## src/rtl/hdlc_tx_sequencer.sv

```systemverilog
// HDLC transmit framer: flag, zero-stuffed payload + FCS-16, flag or abort, one registered line bit per clock.
// Latency: first flag bit on Tx one edge after the start is sampled; no backpressure, buffer read runs ahead of the shifter.
module hdlc_tx_sequencer #(
   parameter int MAX_FRAME = 128
) (
   input  logic       Clk,
   input  logic       Rst,
   input  logic       Tx_Enable,
   input  logic       Tx_AbortFrame,
   input  logic [7:0] Tx_FrameSize,
   output logic [6:0] Tx_RdAddr,
   input  logic [7:0] Tx_RdData,
   output logic       Tx,
   output logic       Tx_ValidFrame,
   output logic       Tx_AbortedTrans,
   output logic       Tx_Busy,
   output logic       Tx_Done,
   output logic       Tx_SizeErr
);

   typedef enum logic [2:0] {S_IDLE, S_OPEN, S_DATA, S_FCS, S_CLOSE, S_ABORT} state_t;

   localparam logic [7:0] FLAG  = 8'h7E;
   localparam logic [8:0] MAX_N = 9'(MAX_FRAME);

   state_t      r_state, w_state;
   logic [4:0]  r_cnt, w_cnt;
   logic [7:0]  r_sh, w_sh;
   logic [15:0] r_fcs, w_fcs;
   logic [2:0]  r_ones, w_ones;
   logic [7:0]  r_len, w_len;
   logic [7:0]  r_byte, w_byte;
   logic [6:0]  r_addr, w_addr;
   logic        r_tx, r_valid, r_abt, r_busy, r_done, r_close_end, r_size_err;
   logic        w_bit, w_valid, w_abt, w_busy, w_close_end, w_size_err;
   logic [15:0] w_crc;

   assign w_crc = {1'b0, r_fcs[15:1]} ^ ((r_fcs[0] ^ r_sh[0]) ? 16'h8408 : 16'h0000);

   always_ff @(posedge Clk) begin
      if (Rst) r_state <= S_IDLE;
      else     r_state <= w_state;
   end

   always_comb begin
      w_state     = r_state;
      w_cnt       = r_cnt;
      w_sh        = r_sh;
      w_fcs       = r_fcs;
      w_ones      = r_ones;
      w_len       = r_len;
      w_byte      = r_byte;
      w_addr      = r_addr;
      w_bit       = 1'b1;
      w_valid     = 1'b0;
      w_abt       = 1'b0;
      w_busy      = 1'b0;
      w_close_end = 1'b0;
      w_size_err  = 1'b0;
      case (r_state)
         S_IDLE: begin
            // r_close_end marks the last-flag cycle; a start is taken from the Tx_Done cycle on
            if (Tx_Enable && !r_close_end) begin
               if (Tx_FrameSize != 8'd0 && {1'b0, Tx_FrameSize} <= MAX_N) begin
                  w_state = S_OPEN;
                  w_len   = Tx_FrameSize;
                  w_addr  = 7'd0;
                  w_fcs   = 16'hFFFF;
                  w_cnt   = 5'd0;
               end else begin
                  w_size_err = 1'b1;
               end
            end
         end
         S_OPEN: begin
            w_busy = 1'b1;
            w_bit  = FLAG[r_cnt[2:0]];
            w_cnt  = r_cnt + 5'd1;
            if (r_cnt == 5'd7) begin
               w_state = S_DATA;
               w_cnt   = 5'd0;
               w_sh    = Tx_RdData;
               w_addr  = r_addr + 7'd1;
               w_byte  = 8'd0;
               w_ones  = 3'd0;
            end
         end
         S_DATA: begin
            w_busy  = 1'b1;
            w_valid = 1'b1;
            if (r_ones == 3'd5) begin
               w_bit  = 1'b0;
               w_ones = 3'd0;
            end else begin
               w_bit  = r_sh[0];
               w_sh   = {1'b0, r_sh[7:1]};
               w_fcs  = w_crc;
               w_ones = r_sh[0] ? r_ones + 3'd1 : 3'd0;
               w_cnt  = r_cnt + 5'd1;
               if (r_cnt == 5'd7) begin
                  w_cnt = 5'd0;
                  if (r_byte == r_len - 8'd1) begin
                     w_state = S_FCS;
                  end else begin
                     w_sh   = Tx_RdData;
                     w_addr = r_addr + 7'd1;
                     w_byte = r_byte + 8'd1;
                  end
               end
            end
         end
         S_FCS: begin
            w_busy  = 1'b1;
            w_valid = 1'b1;
            if (r_ones == 3'd5) begin
               w_bit  = 1'b0;
               w_ones = 3'd0;
               if (r_cnt == 5'd16) begin
                  w_state = S_CLOSE;
                  w_cnt   = 5'd0;
               end
            end else begin
               // r_fcs doubles as the FCS shifter; the line carries its complement
               w_bit  = ~r_fcs[0];
               w_fcs  = {1'b1, r_fcs[15:1]};
               w_ones = ~r_fcs[0] ? r_ones + 3'd1 : 3'd0;
               w_cnt  = r_cnt + 5'd1;
               if (r_cnt == 5'd15) begin
                  if (!r_fcs[0] && r_ones == 3'd4) begin
                     w_cnt = 5'd16;
                  end else begin
                     w_state = S_CLOSE;
                     w_cnt   = 5'd0;
                  end
               end
            end
         end
         S_CLOSE: begin
            w_busy = 1'b1;
            w_bit  = FLAG[r_cnt[2:0]];
            w_cnt  = r_cnt + 5'd1;
            if (r_cnt == 5'd7) begin
               w_state     = S_IDLE;
               w_cnt       = 5'd0;
               w_close_end = 1'b1;
            end
         end
         S_ABORT: begin
            w_busy = 1'b1;
            w_abt  = 1'b1;
            w_bit  = (r_cnt != 5'd0);
            w_cnt  = r_cnt + 5'd1;
            if (r_cnt == 5'd7) begin
               w_state = S_IDLE;
               w_cnt   = 5'd0;
            end
         end
         default: w_state = S_IDLE;
      endcase
      if (Tx_AbortFrame && (r_state == S_OPEN || r_state == S_DATA || r_state == S_FCS)) begin
         w_state = S_ABORT;
         w_cnt   = 5'd0;
      end
   end

   always_ff @(posedge Clk) begin
      if (Rst) begin
         r_cnt       <= 5'd0;
         r_sh        <= 8'd0;
         r_fcs       <= 16'hFFFF;
         r_ones      <= 3'd0;
         r_len       <= 8'd0;
         r_byte      <= 8'd0;
         r_addr      <= 7'd0;
         r_tx        <= 1'b1;
         r_valid     <= 1'b0;
         r_abt       <= 1'b0;
         r_busy      <= 1'b0;
         r_done      <= 1'b0;
         r_close_end <= 1'b0;
         r_size_err  <= 1'b0;
      end else begin
         r_cnt       <= w_cnt;
         r_sh        <= w_sh;
         r_fcs       <= w_fcs;
         r_ones      <= w_ones;
         r_len       <= w_len;
         r_byte      <= w_byte;
         r_addr      <= w_addr;
         r_tx        <= w_bit;
         r_valid     <= w_valid;
         r_abt       <= w_abt;
         r_busy      <= w_busy;
         r_done      <= r_close_end;
         r_close_end <= w_close_end;
         r_size_err  <= w_size_err;
      end
   end

   assign Tx_RdAddr       = r_addr;
   assign Tx              = r_tx;
   assign Tx_ValidFrame   = r_valid;
   assign Tx_AbortedTrans = r_abt;
   assign Tx_Busy         = r_busy;
   assign Tx_Done         = r_done;
   assign Tx_SizeErr      = r_size_err;

endmodule

```

## config.mk

```make
export PLATFORM = sky130hd
export DESIGN_NAME = hdlc_tx_sequencer
export DESIGN_NICKNAME = d
export VERILOG_FILES = /design/src/rtl/hdlc_tx_sequencer.sv
export SDC_FILE = /design/constraint.sdc
export NUM_CORES = 1
export LEC_CHECK = 0
export BUFFER_PORTS_ARGS = -buffer_cell sky130_fd_sc_hd__buf_2
export CORE_UTILIZATION = 39
export DETAILED_ROUTE_END_ITERATION = 8
export PLACE_DENSITY = 0.61
export RECOVER_POWER = 50
export SLEW_MARGIN = 20
export SYNTH_ARGS = -nofsm -noshare
export SYNTH_HDL_FRONTEND = slang
export SYNTH_SLANG_ARGS = --single-unit
```

## constraint.sdc

```tcl
create_clock -name Clk -period 2.6 [get_ports Clk]
set_input_delay 0.26 -clock Clk [delete_from_list [all_inputs] [get_ports Clk]]
set_output_delay 0.26 -clock Clk [all_outputs]
set_load 0.1 [all_outputs]
```

==> results of run 1 <==
[placed cells by master, fill, tap and decap left out, drive strengths merged, types with 10 or more instances in the layout]
cell type   n
clkbuf     28
nand3      12
inv        14
xnor2      10
nor2       47
nand2      19
o21bai     16
mux2i      15
o21ai      17
a211oi     10
a21oi      36
nor3       20
buf        42
nand2b     11
dfxtp      66
or4        11
[per-stage QoR]
step | util, % | cells | total power, uW | setup TNS, ns | instance area [sq um]
2_1_floorplan | - | 426 | 1905 | 0 | 3630
3_3_place_gp | 45.21 | 563 | 2141 | -0.2917 | 3981
3_5_place_dp | 45.21 | 563 | 2148 | -0.5373 | 3981
4_1_cts | 47.73 | 580 | 3038 | 0 | 4203
5_1_grt | 48.48 | 584 | 3210 | -0.09423 | 4269
6_report | 48.48 | 584 | 3023 | 0 | 4269
[registers in the layout, summed over array words and instances (netlist names), 3 cells and up, named ones only]
register and flops:
r_sh 8, r_ones 3, Tx_RdAddr 7, r_state 3
r_cnt 5, r_len 8, r_byte 8, r_fcs 16
[final cells by class]
cell class	instances	area share (%)
inverter	13	1.202
clock inverter	7	1.817
sequential	66	31.15
tap	108	3.165
multi-input combinational	320	51.17
clock buffer	9	2.902
timing repair buffer	61	8.587
[cell families after synthesis]
group	Yosys count	synth area share (%)
buffers and inverters	40	4.869
DFF	66	36.73
muxes	15	4.174
and+or+nand+nor	165	25.11
AOI/OAI and AO/OA	115	22.09
adders and majority gates	9	3.130
xor gates and xnor gates	16	3.896
[worst max path at each step]
stage | start | to | slack [ns] | cells past startpoint
finish | r_len[1] | r_sh[6] | 0.05 | 9
global route | r_len[2] | r_state[0] | -0.04 | 8
CTS | r_len[1] | r_sh[6] | 0.006 | 9
detailed placement | r_len[1] | r_sh[6] | -0.10 | 8
global placement | r_len[1] | r_sh[0] | -0.04 | 8
floorplan | r_len[0] | r_sh[0] | 0.01 | 10
[worst reg2reg max path, stage by stage, from the launching register on]
cell      delay (ns)
dfxtp_4         0.40
inv_4           0.04
ha_4            0.23
xnor2_1         0.12
or4_4           0.43
or4_4           0.55
o21ai_4         0.20
buf_12          0.16
mux2i_4         0.23
a211oi_2        0.09
[power by group through the flow]
stage	Sequential (uW)	Clock (uW)	Combinational, uW
after CTS	1120	905	1010
after global routing	1140	960	1110
final	1130	876	1020
after floorplan	1270	0	632
after global placement	1150	0	995
after detailed placement	1150	0	1000
[routing by layer]
metal  global-route usage [%]  routed length (um)
met1                    23.11                4047
met3                    4.152                 201
met2                    30.72                4063
met4                    4.895                  71
met5                        0                   0
[timing repair]
| item | 4_1_cts | 5_1_grt |
|---|---|---|
| setup endpoints to repair | 7 | 18 |
| pin swaps | 1 | 8 |
| gates cloned | 0 | 0 |
| setup buffers | 1 | 4 |
| resized for setup | 0 | 17 |
==> metrics.md, run 1 <==
| Metric | Value |
|---|---|
| Maximum clock path buffer count | `2` |
| Gate count after technology mapping | `426` |
| Number of buffers created by CTS | `9` |
| Share of the synthesized area in the top cell type | `36.73%` |
| Synth Register Bits | `66` |
| Die Area | `9612 sq um` |
| YS warnings | `0` |
| Worst setup margin | `0.05019 ns` |
| DRT antenna net count | `0` |
| FP Rows | `34` |
| Fin nets | `500` |
| Critical Path RT | `2.84 ns` |
| Final min period | `2.550 ns` |
| Initial antenna violation count | `0` |
| Synth unique cells | `60` |
| Pleak | `0.001610 uW` |
| Psw | `1141 uW` |
| Final hold violations | `0` |
| Worst setup EP type | `flop` |
| Max-slew violation count | `0` |
| Final period utilization | `98.07%` |
| Syn_area_per_cell | `8.444 sq um` |
| DIE HEIGHT | `98.04 um` |
| Worst R2R Setup Slack | `0.05 ns` |
| DP Worst Slack | `-0.1008 ns` |
| Arrival @ worst endpoint | `2.79 ns` |
| Vias in the first global route | `3079` |
| Count leader, synth | `dfxtp_1` |
| Placer Congestion | `0.7849` |
| Top cells by count, synth | `dfxtp_1 (66), nor2_1 (46), a21oi_1 (36)` |
| Worst-path clk slew | `0.09 ns` |
| Hold_buf cts | `0` |
| Crit path cell chain | `inv_4 -> ha_4 -> xnor2_1 -> or4_4 -> or4_4 -> o21ai_4 -> buf_12 -> mux2i_4 -> a211oi_2` |
| Register area | `1330 sq um` |
| Hold Path End | `r_sh[7]` |
| Setup-failing EPs final | `0` |
| Core Area | `8806 sq um` |
| Worst vdd ir | `0.0003703 V` |
| CP max FO | `8` |
| Post-DP HPWL | `5748 um` |
| Global-route wire length before repair | `14290 um` |
| CP bufs+invs | `2` |
| Fillers | `872` |
| Max Clk Rate | `392.2 MHz` |
| Post-Route WL | `8384 um` |
| Share of cells above drive strength 1 | `18.70%` |
| Number of port buffers | `32` |
| Pwr dens | `708.2 nW/um^2` |
| Internal power consumption | `1883 uW` |
| Cell mode on critical path | `or4_4` |
| WHS | `0.1678 ns` |
| Relative slew margins | `22.66%` |
| Status | `finished with violations` |
| Ys flop type | `dfxtp_1` |
| Sink Count | `66` |
| All-Layer GR Usage | `18.14%` |
| Crit Path Category | `flop to flop` |
| RSZ-0062 raised after global routing | `yes` |
| H-tree levels | `3` |
| Clock network fraction of design power | `29.0%` |
| # Max-Cap Violations | `0` |
| Starting Density | `40.85%` |
| CTS root buf | `clkbuf_8` |
| Source of the worst hold timing path | `Tx_RdData[7]` |
| Reg2reg end | `r_sh[6]` |
| # IOs | `33` |
| Worst-Skew Late Latency | `0.35 ns` |
| Post-synthesis cell area | `3597 sq um` |
| Post-synthesis sequential area ratio | `36.73%` |
| Top Family by Delay on Critical Path | `simple AND/OR/NAND/NOR gates` |
| Chip Width | `98.04 um` |
| Min-Delay Path Class | `primary input to flop` |
| Worst slew pin tran | `1.165 ns` |
| Sequential share of power | `37.3%` |
| Inserted Diodes | `0` |
| R2r worst-path depth | `9` |
| Pre-antenna DRT Iters | `6` |
| Area of the multi-input gates | `2185 sq um` |
| Largest net degree at the start of global routing | `30` |
| Syn_nets | `455` |
| Area contributors post-synth | `dfxtp_1 (37%), a21oi_1 (5.0%), nor2_1 (4.8%)` |
| Crit-path max cell delay | `0.55 ns` |
| Switch share | `37.73%` |
| Synthesis-to-finish area growth | `18.68%` |
| R2R Path Start | `r_len[1]` |
| Vias per cell | `5.481` |
| Slowest-stage cell, CP | `or4_4` |
| CTS tree | `done` |
| Initial drt markers | `122` |
| Clock skew | `0.01937 ns` |
| Via Count | `3201` |
| Logic pwr share | `33.7%` |
| Failing checks | `design-rule violations` |
| Hold Crit Depth | `3` |
| Post-synth top area cell | `dfxtp_1` |
| Critical Path Start Type | `flop` |
| Drt wl/cell | `14.36 um` |
| Drt drc | `1` |
| Async SR Flop Fraction | `0%` |
| EDFF count, synth | `0` |
| Total grt overflow | `0` |
Note: power is estimated with default switching activity, not from simulation.
==> run 2, diff against run 1 <==
ABC_AREA = 1   (was not set)
==> run 2 against run 1 <==
  * The flow finishes with violations (max-capacitance violations, max-slew violations)
  * Largest power group is now combinational logic
  * Sequential share of layout area up 1.4 points
  * Critical path type unchanged
  * Register-to-register slack improved by 0.31 ns
  * Sequential power up 31%
  * Clock skew shrank 0.0086 ns
  * Clock power fell by 7.6%
  * Final cell count increased by 18%
  * Worst hold slack worse by 0.0099 ns
  * Core utilization fell by 4.3 points
  * Clock-buffer cell count up 2
  * Global-route usage grew 0.68 points
  * Sequential cell count unchanged
==> metrics.md, run 2 <==
| Metric | Value |
|---|---|
| Status | `finished with violations` |
| Failing checks | `max-capacitance violations, max-slew violations` |
| Hold Path End | `r_len[1]` |
| Async SR Flop Fraction | `0% (unchanged)` |
| Source of the worst hold timing path | `Tx_FrameSize[1]` |
| H-tree levels | `3 (unchanged)` |
| Vias in the first global route | `3292 (+6.9%)` |
| DP Worst Slack | `0.5484 ns (+0.6492 ns)` |
| Pwr dens | `1145 nW/um^2 (+62%)` |
| CTS tree | `done` |
| Crit-path max cell delay | `0.50 ns (-0.05 ns)` |
| Worst R2R Setup Slack | `0.36 ns (+0.31 ns)` |
| Area contributors post-synth | `dfxtp_1 (36%), nand2_1 (11%), nand3_1 (7.4%)` |
| Number of port buffers | `32 (unchanged)` |
| Post-synthesis cell area | `3669 sq um (+2.0%)` |
| R2r worst-path depth | `13 (+4)` |
| DIE HEIGHT | `98.99 um (+0.96%)` |
| Number of buffers created by CTS | `9 (unchanged)` |
| YS warnings | `0 (unchanged)` |
| Vias per cell | `4.968 (-9.4%)` |
| Max-slew violation count | `43 (+43)` |
| Via Count | `3418 (+6.8%)` |
| CP max FO | `17 (+9)` |
| FP Rows | `35 (+2.9%)` |
| Top cells by count, synth | `nand2_1 (109), dfxtp_1 (66), nor2_1 (62)` |
| Worst vdd ir | `0.0004648 V (+26%)` |
| Met3 usage | `4.184% (+0.033 points)` |
| # IOs | `33 (unchanged)` |
| Post-CTS Resized | `0 (unchanged)` |
| EDFF count, synth | `0 (unchanged)` |
| Sink Count | `66 (unchanged)` |
| Final min period | `2.236 ns (-0.3139 ns)` |
| Largest net degree at the start of global routing | `43 (+43%)` |
| Global-route wire length before repair | `14740 um (+3.1%)` |
| Worst-path clk slew | `0.08 ns (about the same)` |
| Share of the synthesized area in the top cell type | `36.02% (-0.71 points)` |
| Hold Crit Depth | `3 (unchanged)` |
| Initial antenna violation count | `0 (unchanged)` |
| Ys flop type | `dfxtp_1` |
| Final Instance Area | `4059 sq um (-4.9%)` |
| Worst setup EP type | `flop` |
| Post-synthesis sequential area ratio | `36.02% (-0.71 points)` |
| Arrival @ worst endpoint | `2.52 ns (-0.27 ns)` |
| Inserted Diodes | `0 (unchanged)` |
| Crit path cell chain | `inv_1 -> nand2_1 -> inv_2 -> nand3_1 -> and3_1 -> nand2_1 -> inv_2 -> nand3_1 -> o21ai_1 -> nand2_1 -> nand2_1 -> nand2_1 -> nand2_1` |
| Starting Density | `39.89% (-0.96 points)` |
| Synth Register Bits | `66 (unchanged)` |
| Die Area | `9798 sq um (+1.9%)` |
| Worst setup margin | `0.3641 ns (+0.3139 ns)` |
| Min-Delay Path Class | `primary input to flop` |
| Syn_nets | `567 (+25%)` |
| Max Clk Rate | `447.3 MHz (+14%)` |
| Core Area | `9196 sq um (+4.4%)` |
| Share of cells above drive strength 1 | `13.52% (-5.2 points)` |
| DRT antenna net count | `0 (unchanged)` |
| Post-DP HPWL | `6221 um (+8.2%)` |
| Syn_area_per_cell | `6.819 sq um (-19%)` |
| Worst slew pin tran | `1.967 ns (+0.8017 ns)` |
| Fin nets | `601 (+20%)` |
| # Max-Cap Violations | `1 (+1)` |
| Commonest non-fill, non-tap cells in the layout | `nand2_1 (113), dfxtp_1 (66), nor2_1 (63)` |
| Post-Place Cell Area | `3925 sq um (-1.4%)` |
| Grt met2 use | `32.71% (+2.0 points)` |
| CTS root buf | `clkbuf_8` |
| Crit Path Category | `flop to flop` |
| Post-synth top area cell | `dfxtp_1` |
| Pleak | `0.001826 uW (+13%)` |
| Total grt overflow | `0 (unchanged)` |
| Initial drt markers | `162 (+33%)` |
| Drt wl/cell | `12.31 um (-14%)` |
| Critical Path Start Type | `flop` |
| Chip Width | `98.99 um (+0.96%)` |
| Hold_buf cts | `0 (unchanged)` |
| Commonest non-fill, non-tap cell in the layout | `nand2_1` |
| Final Util | `44.14% (-4.3 points)` |
| Critical Path RT | `2.89 ns (+0.05 ns)` |
| Register bank with the most flops | `r_fcs` |
| Final hold violations | `0 (unchanged)` |
| Final period utilization | `86.00% (-12 points)` |
| Gate count after technology mapping | `538 (+26%)` |
| Postcts setup bufs | `0 (-1)` |
| RSZ-0062 raised after global routing | `no` |
| Clock skew | `0.01074 ns (-0.008630 ns)` |
| Maximum clock path buffer count | `2 (unchanged)` |
| All-Layer GR Usage | `18.83% (+0.68 points)` |
| Largest register FFs | `16 (unchanged)` |
| Slowest-stage cell, CP | `dfxtp_1` |
| Post-Route WL | `8470 um (+1.0%)` |
| Synthesis-to-finish area growth | `10.64%` |
| Placer Congestion | `0.8843 (+13%)` |
| GR Layer Usage met1 | `22.47% (-0.64 points)` |
| Relative slew margins | `-31.11% (-54 points)` |
| Cell mode on critical path | `nand2_1` |
| Pre-antenna DRT Iters | `4 (-2)` |
| GR peak layer | `met2` |
| Setup_tns | `0 ns (unchanged)` |
| Drt drc | `0 (-1)` |
| Synth unique cells | `36 (-40%)` |
| R2R Path Start | `r_state[2]` |
| Setup-failing EPs final | `0 (unchanged)` |
| Worst-Skew Late Latency | `0.35 ns (about the same)` |
| Count leader, synth | `nand2_1` |
## run 2: cell count changes in the layout (fill, tap and decap cells not counted), sizes merged, moves of 16 or more
cell / previous run / this run
nor2: 47 / 73
o21bai: 16 / 0
nand3: 12 / 56
inv: 14 / 72
nand2: 19 / 123
buf: 42 / 20
o21ai: 17 / 37
## run 2: per-layer routing
layer	share of wire, %	vias to the layer above
met4	0.78	0
met2	49	49
met1	47	1557
li1	-	1807
met3	3.6	5
met5	0	-
## run 2: final cells by class
type	count	area [sq um]
fillers	988	5137
multi-input cells	386	1969
flip-flops and latches	66	1321
inverters	72	270.3
repair buffers	37	170.2
clock buffers	11	151.4
well taps	111	138.9
clock inverters	5	37.54
## run 2: worst max-delay path: cells and delay by family, from the launching register on
kind                   cells  cell delay, ns
AOI/OAI and AO/OA          1            0.10
DFF                        1            0.50
buffers and inverters      3            0.37
and+or+nand+nor            9            1.20
## run 2: kinds of logic (layout without fill, tap and decap cells)
family | Yosys count | after routing | synth area share (%)
simple gates | 272 | 272 | 35.44
compound gates | 95 | 95 | 13.54
buf+inv | 86 | 125 | 9.549
flops | 66 | 66 | 36.02
xor+xnor | 10 | 10 | 2.388
fa+ha+maj | 9 | 9 | 3.070
## run 2: through the flow
stage | hold slack (ns) | total power [uW] | cells
after floorplan | 0.4085 | 3448 | 538
after global placement | 0.4367 | 3861 | 672
after detailed placement | 0.4475 | 3904 | 672
after CTS | 0.1509 | 4728 | 688
after global routing | 0.1701 | 5068 | 688
final | 0.1579 | 4647 | 688
## run 2: worst max-delay path by stage
stage                             from           end  slack [ns]  depth (start not counted)
final                       r_state[2]          flop        0.36                         13
after detailed placement      r_len[0]  Tx_RdAddr[4]        0.55                         14
after global placement        r_len[0]  Tx_RdAddr[4]        0.58                         14
after global routing        r_state[2]          flop        0.14                         13
after floorplan           Tx_RdAddr[0]  Tx_RdAddr[6]        0.64                          8
after CTS                     r_len[0]     r_byte[1]        0.53                         15
## run 2: where the power goes
group          switching [uW]  leakage [uW]  internal, uW
Combinational            1700       0.00119           654
Clock                     408     0.0000919           401
Sequential                201      0.000540          1280
